--- src/rtl/inv_mix_columns_seq_if.sv ---
// Handshake/data bundle for the iterative InvMixColumns block.
//   enable    : start request (master -> slave)
//   state     : 128-bit input state, column 0 in [127:96] (master -> slave)
//   state_out : 128-bit transformed state, held between completions (slave -> master)
//   done      : one-cycle completion pulse (slave -> master)
//   busy      : transform in progress (slave -> master)
interface inv_mix_columns_seq_if;
  logic         enable;
  logic [127:0] state;
  logic [127:0] state_out;
  logic         done;
  logic         busy;

  modport master (
    output enable,
    output state,
    input  state_out,
    input  done,
    input  busy
  );

  modport slave (
    input  enable,
    input  state,
    output state_out,
    output done,
    output busy
  );
endinterface

--- src/rtl/inv_mix_columns_seq.sv ---
// Iterative AES InvMixColumns: multiplies each 32-bit state column by the
// circulant matrix {0e 0b 0d 09} over GF(2^8), COLS_PER_CYCLE columns per clock.
// Ports:
//   clk : rising-edge clock
//   rst : asynchronous active-high reset
//   bus : slave side of inv_mix_columns_seq_if (enable/state in,
//         state_out/done/busy out)
module inv_mix_columns_seq #(
  parameter int unsigned COLS_PER_CYCLE = 1
) (
  input  logic                 clk,
  input  logic                 rst,
  inv_mix_columns_seq_if.slave bus
);

  localparam int unsigned NUM_COLS = 4;
  // For four columns per cycle the step wraps to 0, which keeps col at 0.
  localparam logic [1:0]  COL_STEP = 2'(COLS_PER_CYCLE);
  localparam logic [1:0]  LAST_COL = 2'(NUM_COLS - COLS_PER_CYCLE);

  generate
    if (!(COLS_PER_CYCLE == 1 || COLS_PER_CYCLE == 2 || COLS_PER_CYCLE == 4)) begin : g_bad_cfg
      $error("inv_mix_columns_seq: COLS_PER_CYCLE must be 1, 2 or 4");
    end
  endgenerate

  typedef enum logic {
    IDLE = 1'b0,
    RUN  = 1'b1
  } fsm_t;

  // Column c lives at index 3-c so the packed view matches the 128-bit layout.
  fsm_t             fsm;
  logic [1:0]       col;
  logic [3:0][31:0] work;
  logic [3:0][31:0] result;
  logic [3:0][31:0] res_next;
  logic [3:0][31:0] out_q;
  logic             done_q;
  logic             busy_q;
  logic [1:0]       idx;

  function automatic logic [7:0] xtime(input logic [7:0] x);
    return {x[6:0], 1'b0} ^ (x[7] ? 8'h1b : 8'h00);
  endfunction

  // One column through the inverse matrix using the shared x2/x4/x8 chain.
  function automatic logic [31:0] inv_mix_col(input logic [31:0] w);
    logic [3:0][7:0] a;
    logic [3:0][7:0] x2;
    logic [3:0][7:0] x4;
    logic [3:0][7:0] x8;
    logic [3:0][7:0] m9;
    logic [3:0][7:0] mb;
    logic [3:0][7:0] md;
    logic [3:0][7:0] me;
    logic [7:0]      b0;
    logic [7:0]      b1;
    logic [7:0]      b2;
    logic [7:0]      b3;
    // a[3] is row 0 (bits 31:24)
    a = w;
    for (int i = 0; i < 4; i++) begin
      x2[i] = xtime(a[i]);
      x4[i] = xtime(x2[i]);
      x8[i] = xtime(x4[i]);
      m9[i] = x8[i] ^ a[i];
      mb[i] = x8[i] ^ x2[i] ^ a[i];
      md[i] = x8[i] ^ x4[i] ^ a[i];
      me[i] = x8[i] ^ x4[i] ^ x2[i];
    end
    b0 = me[3] ^ mb[2] ^ md[1] ^ m9[0];
    b1 = m9[3] ^ me[2] ^ mb[1] ^ md[0];
    b2 = md[3] ^ m9[2] ^ me[1] ^ mb[0];
    b3 = mb[3] ^ md[2] ^ m9[1] ^ me[0];
    return {b0, b1, b2, b3};
  endfunction

  // Merge the columns handled this cycle into the partial result.
  always_comb begin
    res_next = result;
    idx      = col;
    for (int k = 0; k < int'(COLS_PER_CYCLE); k++) begin
      idx           = col + 2'(k);
      res_next[~idx] = inv_mix_col(work[~idx]);
    end
  end

  // Control FSM with registered outputs.
  always_ff @(posedge clk or posedge rst) begin
    if (rst) begin
      fsm    <= IDLE;
      col    <= 2'd0;
      work   <= '0;
      result <= '0;
      out_q  <= '0;
      done_q <= 1'b0;
      busy_q <= 1'b0;
    end else begin
      done_q <= 1'b0;
      case (fsm)
        IDLE: begin
          if (bus.enable) begin
            work   <= bus.state;
            col    <= 2'd0;
            busy_q <= 1'b1;
            fsm    <= RUN;
          end
        end
        RUN: begin
          result <= res_next;
          col    <= col + COL_STEP;
          if (col == LAST_COL) begin
            out_q  <= res_next;
            done_q <= 1'b1;
            busy_q <= 1'b0;
            fsm    <= IDLE;
          end
        end
        default: fsm <= IDLE;
      endcase
    end
  end

  assign bus.state_out = out_q;
  assign bus.done      = done_q;
  assign bus.busy      = busy_q;

endmodule

--- src/flat_wrapper.sv ---
// flat-port wrapper written by rule: the top's interface ports become plain ports
module inv_mix_columns_seq_flat 
#(
  parameter int unsigned COLS_PER_CYCLE = 1
)
  (clk, rst, bus_enable, bus_state, bus_state_out, bus_done, bus_busy);
  inv_mix_columns_seq_if bus_i ();
  input  logic clk;
  input  logic rst;
  input wire logic [$bits(bus_i.enable)-1:0] bus_enable;
  input wire logic [$bits(bus_i.state)-1:0] bus_state;
  output wire logic [$bits(bus_i.state_out)-1:0] bus_state_out;
  output wire logic [$bits(bus_i.done)-1:0] bus_done;
  output wire logic [$bits(bus_i.busy)-1:0] bus_busy;
  assign bus_i.enable = bus_enable;
  assign bus_i.state = bus_state;
  assign bus_state_out = bus_i.state_out;
  assign bus_done = bus_i.done;
  assign bus_busy = bus_i.busy;
  inv_mix_columns_seq #(.COLS_PER_CYCLE(COLS_PER_CYCLE)) u_core (.clk(clk), .rst(rst), .bus(bus_i));
endmodule
--- config.mk ---
export PLATFORM = sky130hd
export DESIGN_NAME = inv_mix_columns_seq_flat
export DESIGN_NICKNAME = d
export VERILOG_FILES = /design/src/rtl/inv_mix_columns_seq_if.sv /design/src/rtl/inv_mix_columns_seq.sv /design/src/flat_wrapper.sv
export SDC_FILE = /design/constraint.sdc
export NUM_CORES = 1
export LEC_CHECK = 0
export BUFFER_PORTS_ARGS = -buffer_cell sky130_fd_sc_hd__clkbuf_2
export CAP_MARGIN = 30
export CORE_MARGIN = 2
export CORE_UTILIZATION = 50
export DETAILED_ROUTE_END_ITERATION = 6
export PLACE_DENSITY = 0.71
export SLEW_MARGIN = 20
export SYNTH_ARGS = -nofsm -noshare
export SYNTH_HDL_FRONTEND = slang
export SYNTH_SLANG_ARGS = --single-unit
--- constraint.sdc ---
create_clock -name clk -period 20.1 [get_ports clk]
set_clock_uncertainty 0.05 [all_clocks]
set_input_delay 6.03 -clock clk [delete_from_list [all_inputs] [get_ports clk]]
set_output_delay 6.03 -clock clk [all_outputs]
set_load 0.02 [all_outputs]
Word level (Yosys, flattened, before mapping)
Index checks and enable logic that the tools add are counted.
{"block": "word_totals", "regBits": 389, "input_bits": 131, "output_inout_bits": 130, "word_cells": 103}
{"block": "op_classes", "n_addsub": 1, "magnitude_cmp": 2, "eq_ne": 3, "muxes": 27, "bitwise": 50, "n_reduce_logical": 4}
{"op": "8-bit bitwise XOR", "count": 48}
{"op": "128-bit bitwise mux", "count": 1}
{"op": "32-bit binary-select mux with 2-bit select", "count": 1}
{"op": "32-bit demux with 2-bit select", "count": 1}
{"op": "32-bit 2-to-1 mux", "count": 2}
{"op": "5-bit 2-to-1 mux", "count": 12}
{"op": "1-bit 2-to-1 mux", "count": 6}
{"op": "2-bit AND reduction", "count": 3}
{"op": "2-bit inequality test, second input constant", "count": 2}
{"op": "1-bit case mux with 2 select lines", "count": 2}
{"op": "2-bit case mux with 2 select lines", "count": 1}
{"op": "2-bit by 3-bit less-than comparator with 1-bit output, second input constant", "count": 1}
{"op": "2-bit by 1-bit adder with 2-bit output, second input constant", "count": 1}
{"op": "2-bit == test, second input constant", "count": 1}
{"op": "2-bit by 1-bit greater-or-equal comparator with 1-bit output, second input constant", "count": 1}
{"op": "2-bit 2-to-1 mux", "count": 1}
{"op": "2-bit inverter", "count": 1}
{"op": "1-bit logical AND", "count": 1}
{"op": "1-bit inverter", "count": 1}

Depth between registers and ports, before layout
{"block": "logic_depth", "ltp_word": 15, "ltp_mapped": 11, "ltp_nobuf": 7}

Worst setup path after synthesis
Ideal clock, no wire load.
{"block": "synth_timing", "kind": "input -> register", "from": "input bus_enable", "to": "register u_core.work[0] (netlist name)", "setup_time_ps": 125, "arrival_ps": 7215, "t_required_ps": 19925, "path_slack_ps": 12710, "stages": 4, "path_cell_list": "nor2b_1 -> clkbuf_1 -> clkbuf_1 -> mux2_2"}
{"block": "synth_via", "elab_chain_cells": 1}
{"item": "start, declared", "line": "flat_wrapper.sv:10", "text": "input wire logic [$bits(bus_i.enable)-1:0] bus_enable;"}
{"item": "2-bit AND reduction (no line)"}
{"item": "end signal, assigned", "line": "inv_mix_columns_seq.sv:104", "text": "work <= bus.state;"}
{"item": "end, declared", "line": "inv_mix_columns_seq.sv:35", "text": "logic [3:0][31:0] work;"}
Every way passes these cells.
A chain may end at the register's enable or synchronous reset.

Worst setup path in the final report
{"block": "layout_timing", "from": "input bus_enable", "to": "register u_core.work[127] (netlist name)"}
The elaborated chain is that of the path after synthesis.

==> results.toml <==
[clock_network]
ctsHtreeMaxLevel = 2
numCtsBuffers = 39
clkSinkCount = 357
cts_tree = "yes"
cts_setup_buffers = 0
hold_buffers = 0
clk_pin_slew_worst_paths_ns = 0.06
clockRootBuffer = "clkbuf_16"
cts-root-to-sink-buffers = 3
clk_latency_ns = 0.52
post_cts_resized = 0

[logic_synthesis]
synth_top_family_by_area = "multiplexers"
ys_top_cells_by_area = "dfrtp_1 (52%), mux2_2 (14%), mux2i_1 (4.9%)"
yosys_register_bits = 357
synth_xor_area_frac = 0.141
synthCells = 1286
yosysWarnings = 0
synth_seq_area_share = 0.516
muxShareOfSynthArea = 0.226
synthAdderAreaFrac = 0.00289
avgSynthCellArea_sq_um = 13.5
synth_compound_area_frac = 0.0508
syn-cell-area_sq_um = 17300
synth_cell_type_count = 31
synthSimpleGateAreaFrac = 0.0393
synth_top_area_cell = "dfrtp_1"
syn_nets = 1421
synth_top_area_share = 0.516

[cells_and_area]
diodes = 0
areaGrowthSynthToFinish_pct = 17.9
regArea_sq_um = 8940
fin_nets = 1660
fill_cells = 2797
layout-drive-gt1-share = 0.407
multiInputGateArea_sq_um = 7990

[die]
core-area_sq_um = 34300
dieArea_sq_um = 36100
start_util = 0.505
dieHeight_um = 190
die_x_um = 190
core.rowCount = 68
pin_count = 261

[detailed_routing]
drc = 0
routed.top_layer = "met4"
firstDrtPassIters = 6
wire_per_inst_um = 19.6
wl_met3_mm = 2.44
routed-wl-met2_mm = 18.6
ant_nets = 0
vias = 10500
totalWireLength_mm = 39.4
via_per_inst = 5.25
drtIter0Drc = 575
wl_met1_mm = 17.6

[sta]
slew_headroom = 0.390
tightest_slew_ns = 0.912
tns_ns = 0
period_minus_slack_ns = 7.61
finalHoldViolations = 0
max_freq_mhz = 131
setup_viol = 0
period_share = 0.378
slew_violations = 0
grt_setup_unrepaired = "no"

[setup_path]
crit_chain = "clkbuf_2, nor2b_4, buf_4, buf_4, buf_16, mux2_2"
crit_fanout = 66
crit_type = "in -> reg"
required_ns = 20.44
r2r_setup_slack_ns = 16.05
r2r-start = "u_core.col[0]$_DFFE_PP0P_"
cp_slowest_cell = "buf_4"
crit_path_max_incr_delay_ns = 0.52
cp_common_cell = "buf_4"
end_kind = "flop"
critical_path_arrival_ns = 7.94
worstSetupStartpoint = "bus_enable"
r2r-end = "u_core.bus.state_out[68]$_DFFE_PP0P_"
start_kind = "input port"
reg2reg_depth = 8

[place]
io_buffers = 260
gp_congestion = 0.887
detailedPlacementHpwl_mm = 27.5

[global_routing]
overflow = 0
grt_pass1_wl_mm = 62.3
grt.total_usage = 0.223
grt_pass1_vias = 11000
grt_max_degree = 119
antenna_found_initial = 0

[min_path]
min_to = "u_core.bus.state_out[1]$_DFFE_PP0P_"
hold_path.class = "reg -> reg"
hold_path_depth = 1
holdCritStartpoint = "u_core.bus.state_out[1]$_DFFE_PP0P_"

[run]
maxCapViolCount = 0

[outcome]
status = "completed"
-- cell usage after synthesis --
master	n
a21o_1	31
a21oi_1	30
and2_1	24
buf_1	9
buf_2	5
buf_4	8
buf_6	5
clkbuf_1	56
dfrtp_1	357
ha_1	4
inv_1	8
mux2_2	209
mux2i_1	84
mux4_2	32
nand2_1	113
nor2_1	25
nor2b_1	1
nor3_1	1
o21a_1	3
o21ai_0	79
o21ai_1	14
o31ai_1	1
xnor2_1	96
xnor2_2	18
xnor2_4	5
xnor3_1	29
xnor3_2	5
xor2_1	26
xor2_2	4
xor3_1	1
xor3_2	3
-- metrics by stage --
step	setup slack, ns	cells	util	hold slack (ns)	instance area, sq um
final	12.49	2008	0.595	0.425	20400
after global routing	12.40	2008	0.595	0.433	20400
after floorplan	4.11	1286	-	0.399	17300
after CTS	12.30	2001	0.591	0.427	20300
after detailed placement	11.76	1932	0.553	0.414	19000
after global placement	11.81	1930	0.552	0.408	18900
-- state kept, by name, summed over array words and instances, names as in the netlist --
name / count
u_core.fsm: 1
u_core.col: 2
u_core.bus.state_out: 128
u_core.result: 96
u_core.bus.busy: 1
u_core.work: 128
u_core.bus.done: 1
-- worst max-delay path by stage --
stage,to,slack (ns),cells after the start
finish,u_core.work[127]$_DFFE_PP0P_,12.49,6
global route,u_core.work[95]$_DFFE_PP0P_,12.40,6
CTS,u_core.work[127]$_DFFE_PP0P_,12.30,5
detailed placement,u_core.work[127]$_DFFE_PP0P_,11.76,5
global placement,u_core.work[101]$_DFFE_PP0P_,11.81,5
floorplan,u_core.bus.busy$_DFFE_PP0P_,4.11,1
-- cell type report --
cell class / count / area share
Clock buffer: 57 / 0.0581
Sequential cell: 357 / 0.438
Clock inverter: 12 / 0.00534
Tap cell: 455 / 0.0279
Multi-Input combinational cell: 838 / 0.392
Inverter: 8 / 0.00184
Timing Repair Buffer: 281 / 0.0773
-- critical path: cells and delay by family --
kind,cells,cell delay [ns]
buffers and inverters,4,1.32
muxes,1,0.38
and+or+nand+nor,1,0.14
-- kinds of logic after synthesis --
group / Yosys count
compound gates: 158
buf+inv: 91
mux: 325
simple gates: 164
xor+xnor: 187
fa+ha+maj: 4
flops: 357
-- cell usage in the layout (no fill, tap or decap), types with 24 or more instances in the layout --
cell,n
a21o_1,31
clkbuf_16,40
mux2i_1,84
xnor3_1,29
mux2_2,209
mux4_2,32
xnor2_1,96
nor2_1,25
clkbuf_2,260
o21ai_0,79
a21oi_1,30
dfrtp_1,355
xor2_1,26
nand2_1,109
and2_1,24
-- layer usage --
| layer | vias to the layer above | GRT usage |
|---|---|---|
| li1 | 4935 | - |
| met1 | 5284 | 0.303 |
| met2 | 265 | 0.365 |
| met3 | 53 | 0.0520 |
| met4 | 0 | 0.0531 |
| met5 | - | 0 |
Power is left out: the tool's default activity adds up to more than one toggle a clock period on the data nets, which glitch-free logic cannot reach.
